--- src/rtl/hermes_router_mlp_pkg.sv ---
// Shared definitions for the Hermes mesh router: port indices, header layout and input FSM states.
package hermes_router_mlp_pkg;

  localparam int HERMES_EAST   = 0;
  localparam int HERMES_WEST   = 1;
  localparam int HERMES_NORTH  = 2;
  localparam int HERMES_SOUTH  = 3;
  localparam int HERMES_LOCAL0 = 4;

  localparam int HDR_Y_LSB   = 0;
  localparam int HDR_X_LSB   = 8;
  localparam int HDR_COORD_W = 8;
  localparam int HDR_L_LSB   = 16;
  localparam int HDR_L_W     = 2;

  typedef enum logic [1:0] {
    IN_IDLE,
    IN_REQ,
    IN_FWD_SIZE,
    IN_FWD_PAY
  } hermes_in_state_t;

endpackage

--- src/rtl/hermes_credit_fifo.sv ---
// Per-input flit FIFO; credit_o is a registered "not full" flag derived from next occupancy.
module hermes_credit_fifo #(
  parameter int BUFFER_SIZE = 8,
  parameter int FLIT_SIZE   = 32
) (
  input  logic                 clk_i,
  input  logic                 rst_ni,
  input  logic                 wr_i,
  input  logic [FLIT_SIZE-1:0] data_i,
  input  logic                 rd_i,
  output logic [FLIT_SIZE-1:0] data_o,
  output logic                 empty_o,
  output logic                 credit_o
);
  import hermes_router_mlp_pkg::*;

  localparam int AW = $clog2(BUFFER_SIZE);

  logic [FLIT_SIZE-1:0] mem_q [BUFFER_SIZE];
  logic [AW-1:0]        wr_ptr_q, rd_ptr_q;
  logic [AW:0]          cnt_q, cnt_d;
  logic                 credit_q;
  logic                 wr_en, rd_en;

  // Writes while full are dropped: the upstream side must honour credit.
  assign wr_en   = wr_i & credit_q;
  assign rd_en   = rd_i & (cnt_q != '0);
  assign cnt_d   = cnt_q + (AW+1)'(wr_en) - (AW+1)'(rd_en);
  assign data_o  = mem_q[rd_ptr_q];
  assign empty_o = (cnt_q == '0);
  assign credit_o = credit_q;

  always_ff @(posedge clk_i) begin
    if (!rst_ni) begin
      wr_ptr_q <= '0;
      rd_ptr_q <= '0;
      cnt_q    <= '0;
      credit_q <= 1'b1;
    end else begin
      if (wr_en) wr_ptr_q <= wr_ptr_q + AW'(1);
      if (rd_en) rd_ptr_q <= rd_ptr_q + AW'(1);
      cnt_q    <= cnt_d;
      credit_q <= (cnt_d != (AW+1)'(BUFFER_SIZE));
    end
  end

  always_ff @(posedge clk_i) begin
    if (wr_en) mem_q[wr_ptr_q] <= data_i;
  end

endmodule

--- src/rtl/hermes_router_mlp.sv ---
// Hermes mesh router: credit FIFOs, round-robin XY arbiter with local-port select, crossbar.
// Optional per-output packet counters enabled by defining HERMES_ROUTER_STATS_EN.
module hermes_router_mlp
  import hermes_router_mlp_pkg::*;
#(
  parameter logic [15:0] ADDRESS     = 16'h0000,
  parameter int          LOCAL_PORTS = 2,
  parameter int          BUFFER_SIZE = 8,
  parameter int          FLIT_SIZE   = 32,
  localparam int         NPORT       = 4 + LOCAL_PORTS
) (
  input  logic                            clk_i,
  input  logic                            rst_ni,
  input  logic [NPORT-1:0]                rx_i,
  input  logic [NPORT-1:0][FLIT_SIZE-1:0] data_i,
  output logic [NPORT-1:0]                credit_o,
  output logic [NPORT-1:0]                tx_o,
  output logic [NPORT-1:0][FLIT_SIZE-1:0] data_o,
  input  logic [NPORT-1:0]                credit_i
`ifdef HERMES_ROUTER_STATS_EN
  ,
  output logic [NPORT-1:0][31:0]          pkt_cnt_o
`endif
);

  localparam int PW = $clog2(NPORT);

  logic [NPORT-1:0][FLIT_SIZE-1:0] head;
  logic [NPORT-1:0]                empty;
  logic [NPORT-1:0]                rd;

  hermes_in_state_t     state_q [NPORT];
  hermes_in_state_t     state_d [NPORT];
  logic                 hdr_pend_q [NPORT];
  logic                 hdr_pend_d [NPORT];
  logic [FLIT_SIZE-1:0] cnt_q [NPORT];
  logic [FLIT_SIZE-1:0] cnt_d [NPORT];
  logic [PW-1:0]        sel_q [NPORT];
  logic [PW-1:0]        sel_d [NPORT];
  logic [PW-1:0]        src_q [NPORT];
  logic [PW-1:0]        src_d [NPORT];
  logic [NPORT-1:0]     busy_q, busy_d;
  logic [PW-1:0]        rr_q, rr_d;

  logic                 found;
  logic [PW-1:0]        pick;
  logic [PW-1:0]        pick_tgt;
  logic                 grant;

  for (genvar g = 0; g < NPORT; g++) begin : g_in
    hermes_credit_fifo #(
      .BUFFER_SIZE(BUFFER_SIZE),
      .FLIT_SIZE  (FLIT_SIZE)
    ) u_fifo (
      .clk_i   (clk_i),
      .rst_ni  (rst_ni),
      .wr_i    (rx_i[g]),
      .data_i  (data_i[g]),
      .rd_i    (rd[g]),
      .data_o  (head[g]),
      .empty_o (empty[g]),
      .credit_o(credit_o[g])
    );
  end

  // XY routing; an out-of-range local index falls back to LOCAL0.
  function automatic logic [PW-1:0] route(input logic [17:0] hdr);
    logic [HDR_COORD_W-1:0] tx, ty, mx, my;
    logic [HDR_L_W-1:0]     l;
    tx = hdr[HDR_X_LSB +: HDR_COORD_W];
    ty = hdr[HDR_Y_LSB +: HDR_COORD_W];
    l  = hdr[HDR_L_LSB +: HDR_L_W];
    mx = ADDRESS[15:8];
    my = ADDRESS[7:0];
    if (tx > mx)                     return PW'(HERMES_EAST);
    else if (tx < mx)                return PW'(HERMES_WEST);
    else if (ty > my)                return PW'(HERMES_NORTH);
    else if (ty < my)                return PW'(HERMES_SOUTH);
    else if (int'(l) >= LOCAL_PORTS) return PW'(HERMES_LOCAL0);
    else                             return PW'(HERMES_LOCAL0 + int'(l));
  endfunction

  always_comb begin
    int idx;
    found = 1'b0;
    pick  = '0;
    idx   = 0;
    for (int k = 0; k < NPORT; k++) begin
      idx = (int'(rr_q) + k) % NPORT;
      if (!found && state_q[idx] == IN_REQ) begin
        found = 1'b1;
        pick  = PW'(idx);
      end
    end
    pick_tgt = route(head[pick][17:0]);
    grant    = found && !busy_q[pick_tgt];
  end

  always_comb begin
    for (int i = 0; i < NPORT; i++) begin
      rd[i] = (state_q[i] == IN_FWD_SIZE || state_q[i] == IN_FWD_PAY) &&
              !empty[i] && credit_i[sel_q[i]];
    end
  end

  // Crossbar: a busy output mirrors the head of the input it is connected to.
  always_comb begin
    for (int o = 0; o < NPORT; o++) begin
      tx_o[o]   = 1'b0;
      data_o[o] = '0;
      if (busy_q[o]) begin
        tx_o[o]   = !empty[src_q[o]];
        data_o[o] = head[src_q[o]];
      end
    end
  end

  always_comb begin
    busy_d = busy_q;
    rr_d   = rr_q;
    for (int i = 0; i < NPORT; i++) begin
      state_d[i]    = state_q[i];
      hdr_pend_d[i] = hdr_pend_q[i];
      cnt_d[i]      = cnt_q[i];
      sel_d[i]      = sel_q[i];
      src_d[i]      = src_q[i];
    end
    if (found) rr_d = (pick == PW'(NPORT-1)) ? '0 : pick + PW'(1);
    for (int i = 0; i < NPORT; i++) begin
      case (state_q[i])
        IN_IDLE: if (!empty[i]) state_d[i] = IN_REQ;
        IN_REQ: begin
          if (grant && pick == PW'(i)) begin
            state_d[i]    = IN_FWD_SIZE;
            hdr_pend_d[i] = 1'b1;
            sel_d[i]      = pick_tgt;
          end
        end
        IN_FWD_SIZE: begin
          if (rd[i]) begin
            if (hdr_pend_q[i]) begin
              hdr_pend_d[i] = 1'b0;
            end else if (head[i] == '0) begin
              state_d[i]         = IN_IDLE;
              busy_d[sel_q[i]]   = 1'b0;
            end else begin
              cnt_d[i]   = head[i];
              state_d[i] = IN_FWD_PAY;
            end
          end
        end
        IN_FWD_PAY: begin
          if (rd[i]) begin
            cnt_d[i] = cnt_q[i] - FLIT_SIZE'(1);
            if (cnt_q[i] == FLIT_SIZE'(1)) begin
              state_d[i]       = IN_IDLE;
              busy_d[sel_q[i]] = 1'b0;
            end
          end
        end
        default: state_d[i] = IN_IDLE;
      endcase
    end
    // A granted output is never the one being released this cycle (release needs busy).
    if (grant) begin
      busy_d[pick_tgt] = 1'b1;
      src_d[pick_tgt]  = pick;
    end
  end

  always_ff @(posedge clk_i) begin
    if (!rst_ni) begin
      busy_q <= '0;
      rr_q   <= '0;
      for (int i = 0; i < NPORT; i++) begin
        state_q[i]    <= IN_IDLE;
        hdr_pend_q[i] <= 1'b0;
      end
    end else begin
      busy_q <= busy_d;
      rr_q   <= rr_d;
      for (int i = 0; i < NPORT; i++) begin
        state_q[i]    <= state_d[i];
        hdr_pend_q[i] <= hdr_pend_d[i];
      end
    end
  end

  always_ff @(posedge clk_i) begin
    for (int i = 0; i < NPORT; i++) begin
      cnt_q[i] <= cnt_d[i];
      sel_q[i] <= sel_d[i];
      src_q[i] <= src_d[i];
    end
  end

`ifdef HERMES_ROUTER_STATS_EN
  logic [NPORT-1:0][31:0] pkt_cnt_q;

  always_ff @(posedge clk_i) begin
    if (!rst_ni) begin
      pkt_cnt_q <= '0;
    end else begin
      for (int i = 0; i < NPORT; i++) begin
        if (rd[i] && state_q[i] == IN_FWD_SIZE && hdr_pend_q[i])
          pkt_cnt_q[sel_q[i]] <= pkt_cnt_q[sel_q[i]] + 32'd1;
      end
    end
  end

  assign pkt_cnt_o = pkt_cnt_q;
`endif

endmodule

--- config.mk ---
export PLATFORM = sky130hd
export DESIGN_NAME = hermes_router_mlp
export DESIGN_NICKNAME = d
export VERILOG_FILES = /design/src/rtl/hermes_router_mlp_pkg.sv /design/src/rtl/hermes_credit_fifo.sv /design/src/rtl/hermes_router_mlp.sv
export SDC_FILE = /design/constraint.sdc
export NUM_CORES = 2
export LEC_CHECK = 0
export ABC_AREA = 0
export BUFFER_PORTS_ARGS = -buffer_cell sky130_fd_sc_hd__buf_2
export CORE_UTILIZATION = 47
export DETAILED_ROUTE_END_ITERATION = 8
export PLACE_DENSITY = 0.74
export REMOVE_ABC_BUFFERS = 1
export SYNTH_ARGS = -nofsm -noshare
export SYNTH_HDL_FRONTEND = slang
export SYNTH_HIERARCHICAL = 1
export SYNTH_SLANG_ARGS = --single-unit
--- constraint.sdc ---
create_clock -name clk_i -period 8 [get_ports clk_i]
set_clock_uncertainty 0.15 [all_clocks]
set_input_delay 1.6 -clock clk_i [delete_from_list [all_inputs] [get_ports clk_i]]
set_output_delay 1.6 -clock clk_i [all_outputs]
set_load 0.005 [all_outputs]
==> flow_results.org <==
** Global route
- For this run the aggregate overflow at the end of global routing stands at 0.
- Antenna violations before repair :: 78
- Wire length of the first global-routing pass :: 381.3 mm
- Global routing consumed, over all layers together, 27.60% of the routing resources.
- Entering global routing, the biggest net connects 85 pins.
- The number of global-route vias before repair is 54089.

** STA
- Period utilisation layout :: 82.85%
- Slew headroom :: 9.377%
- Setup repair after global routing missed its margin :: false
- Final min period :: 6.628 ns
- Pins over their slew limit :: 0
- Final setup violation count :: 0
- Max Fclk :: 0.1509 GHz
- Hold Violations, Final :: 0
- Setup_tns :: 0 ns
- At the pin with the least slew margin, the transition time is 1.345 ns.

** Floorplanning
- Placement Rows :: 159
- I/O pin count :: 410
- Area inside the core boundary :: 188400 um^2
- Die Span Y :: 438.2 um
- Floorplan die area :: 192100 um^2
- The floorplan step set the die width to 438.2 um.
- The initial utilization of the core area, before any placement, comes to 47.48%.

** Synthesis
- Synthesis-stage register bit count :: 1875
- Fraction of synthesis flops using an asynchronous set or reset pin :: 0%
- sky130_fd_sc_hd__edfxtp_1 is the most common cell in the netlist.
- Post-Synthesis Mean Instance Area :: 15.84 um^2
- The synthesized design spends more area on one cell type than any other, namely sky130_fd_sc_hd__edfxtp_1.
- Summing every instance area after synthesis gives 89440 um^2.
- Share of synthesized area occupied by flip-flops and latches :: 61.76%
- The Yosys step of the flow raised 6 warnings.
- Number of flops mapped to enable cells by yosys :: 1769
- Library cells used by synthesis :: 106
- Most used flip-flop cell after synthesis :: sky130_fd_sc_hd__edfxtp_1
- Top post-synthesis cells by area :: sky130_fd_sc_hd__edfxtp_1 (59%), sky130_fd_sc_hd__mux4_2 (8.6%), sky130_fd_sc_hd__mux4_1 (7.1%), sky130_fd_sc_hd__mux2i_1 (2.6%), sky130_fd_sc_hd__mux2_2 (2.5%)
- After technology mapping, the gate count stands at 5646.
- Of the post-synthesis cell area, the dominant cell type holds 59.39%.
- Commonest cells in the netlist :: sky130_fd_sc_hd__edfxtp_1 (1769), sky130_fd_sc_hd__nand2_1 (375), sky130_fd_sc_hd__mux4_2 (343), sky130_fd_sc_hd__nor2_1 (299), sky130_fd_sc_hd__o21ai_0 (268)

** Clock tree
- Count of H-tree levels built during CTS :: 4
- The clock passes through at most 3 buffers.
- Once the clock tree was built, the resizer swapped 0 gates to a different size.
- CTS clk-pin slew, worst paths :: 0.06 ns
- CTS Sinks :: 1875
- CTS tree :: yes
- The number of hold buffers added after CTS was 0.
- Number of buffers created by CTS :: 184
- Clock tree root buffer cell :: sky130_fd_sc_hd__clkbuf_16
- Post-CTS Setup Bufs :: 0
- At the later pin of the worst-skew pair, clock insertion delay measures 0.87 ns.

** Routing
- Once detail routing completed, the nets flagged for antenna violations numbered 0.
- Pre-antenna DRT Iters :: 8
- Average wire per cell in the routed design :: 30.80 um
- The final route contains 55157 vias.
- After detailed routing, the number of remaining DRC violations is 0.
- The detailed router finished its first iteration with 6688 violations.
- Via-per-instance ratio :: 6.370
- Total wire length :: 266.7 mm

** Final layout
- Counting the fill cells in the layout gives 14680.
- Fraction of final layout cells with drive strength greater than 1 :: 23.62%
- Count of nets after finishing :: 6265
- The area growth from synthesis to layout is 11.77%.

** Pwr
- Overall power consumption after layout is estimated at 31.23 mW.
- Summed over all cells, the static leakage comes to 33.08 nW.
- Largest vdd supply drop :: 0.3449 mV
- In this run the power density over the cells is 312.4 nW/um^2.

** Job
- Max Cap Viol :: 0

** Worst setup path
- The setup path with the least slack is of type flop to output port.
- Worst-case reg-to-reg path depth :: 16
- Worst Setup Start Kind :: flop
- Crit path arrival time :: 4.88 ns
- Maximum fanout along the worst path :: 52
- Required arrival time at the worst endpoint :: 6.25 ns
- The worst setup path is captured at an output port.

** Place
- Post-DP HPWL :: 176.2 mm
- The count of buffers added on input and output ports is 409.
- Last weighted congestion value of the routability-driven placer :: 0.9888

** Worst hold path
- Type of the worst min-delay path :: flop to flop
- Along the worst hold path, the cell count comes to 2.

** Run status
- The flow ran to the end, and the final reports show no timing, DRC or antenna violations.
final timing paths:
kind	from	end	slack, ns
max	flop	data_o[31]	1.37
min	g_in[4].u_fifo/rd_ptr_q[1]	flop	0.34
max reg2reg	rr_q[0]	src_q[5][1]	1.77
min reg2reg	g_in[4].u_fifo/rd_ptr_q[1]	flop	0.34
logic make-up after synthesis:
family / count (synthesis) / share of synthesized area, %
xor gates and xnor gates: 181 / 1.802
adders and majority gates: 69 / 1.016
DFF: 1875 / 61.76
muxes: 1010 / 20.75
other: 1 / 0.004193
AOI/OAI and AO/OA: 659 / 4.492
and+or+nand+nor: 1398 / 7.851
buffers and inverters: 453 / 2.326
stage by stage:
step	utilization, %	area (um^2)	std cells	hold WS [ns]	worst slack [ns]
floorplan	-	87700	5281	0.3103	1.529
detailed placement	49.95	94100	8294	0.3258	1.906
CTS	53.01	99870	8633	0.3446	1.482
finish	53.06	99970	8659	0.3418	1.372
global placement	49.95	94100	8294	0.3114	1.960
global route	53.05	99940	8647	0.3655	1.156
routing by layer:
layer | up-vias | global-route usage [%] | wire [um]
met4 | 52 | 21.33 | 25230
met3 | 891 | 6.381 | 23420
met1 | 27922 | 33.10 | 93500
met2 | 3132 | 43.31 | 124200
li1 | 23160 | - | -
met5 | - | 0 | 338
cell usage in the layout, fill, tap and decap left out, drive strengths merged, types with 40 or more instances in the layout:
master / synthesis / final
and2: 239 / 239
mux2: 198 / 198
clkinv: 0 / 77
ha: 63 / 63
mux4: 583 / 583
nor2: 301 / 301
nor2b: 40 / 40
xnor2: 139 / 139
nand3: 56 / 56
nand2: 375 / 375
o21ai: 272 / 272
clkbuf: 163 / 235
nand2b: 50 / 50
xor2: 42 / 42
dfxtp: 106 / 106
a21oi: 191 / 191
nor3: 107 / 107
nor4: 89 / 89
edfxtp: 1769 / 1769
inv: 83 / 95
buf: 207 / 523
mux2i: 229 / 229
flip-flops by register name, indices dropped and copies added (netlist names), named ones only:
| register | flops |
|---|---|
| hdr_pend_q | 6 |
| g_in.u_fifo/mem_q | 1536 |
| g_in.u_fifo/cnt_q | 24 |
| g_in.u_fifo/rd_ptr_q | 18 |
| state_q | 12 |
| g_in.u_fifo/credit_o | 6 |
| cnt_q | 192 |
| src_q | 18 |
| rr_q | 3 |
| g_in.u_fifo/wr_ptr_q | 18 |
| busy_q | 6 |
| sel_q | 18 |
layout make-up:
type | count | area [um^2] | area share [%]
Sequential cell | 1875 | 55270 | 55.29
Multi-Input combinational cell | 3323 | 32500 | 32.51
Clock buffer | 235 | 4847 | 4.849
Tap cell | 2495 | 3122 | 3.123
Timing Repair Buffer | 523 | 2938 | 2.939
Clock inverter | 104 | 924.6 | 0.9249
Inverter | 83 | 314.1 | 0.3142
Antenna cell | 21 | 52.55 | 0.05257
where the power goes:
part | leakage, nW | total (mW) | switching, mW | internal, mW
Sequential | 16.9 | 12.3 | 0.453 | 11.9
Clock | 2.78 | 8.32 | 3.77 | 4.55
Combinational | 13.4 | 10.6 | 6.88 | 3.71
Total | 33.1 | 31.2 | 11.1 | 20.1
worst max-delay path, cell delays in order, from the launching register on:
cell                      delay (ns)
sky130_fd_sc_hd__dfxtp_4        0.97
sky130_fd_sc_hd__buf_4          0.41
sky130_fd_sc_hd__mux4_1         0.58
sky130_fd_sc_hd__mux2_2         0.41
sky130_fd_sc_hd__mux4_2         0.50
sky130_fd_sc_hd__nand2_1        0.07
sky130_fd_sc_hd__o21ai_0        0.49
sky130_fd_sc_hd__and2_1         0.41
sky130_fd_sc_hd__buf_2          0.13
Power figures use the tool's default switching activity.
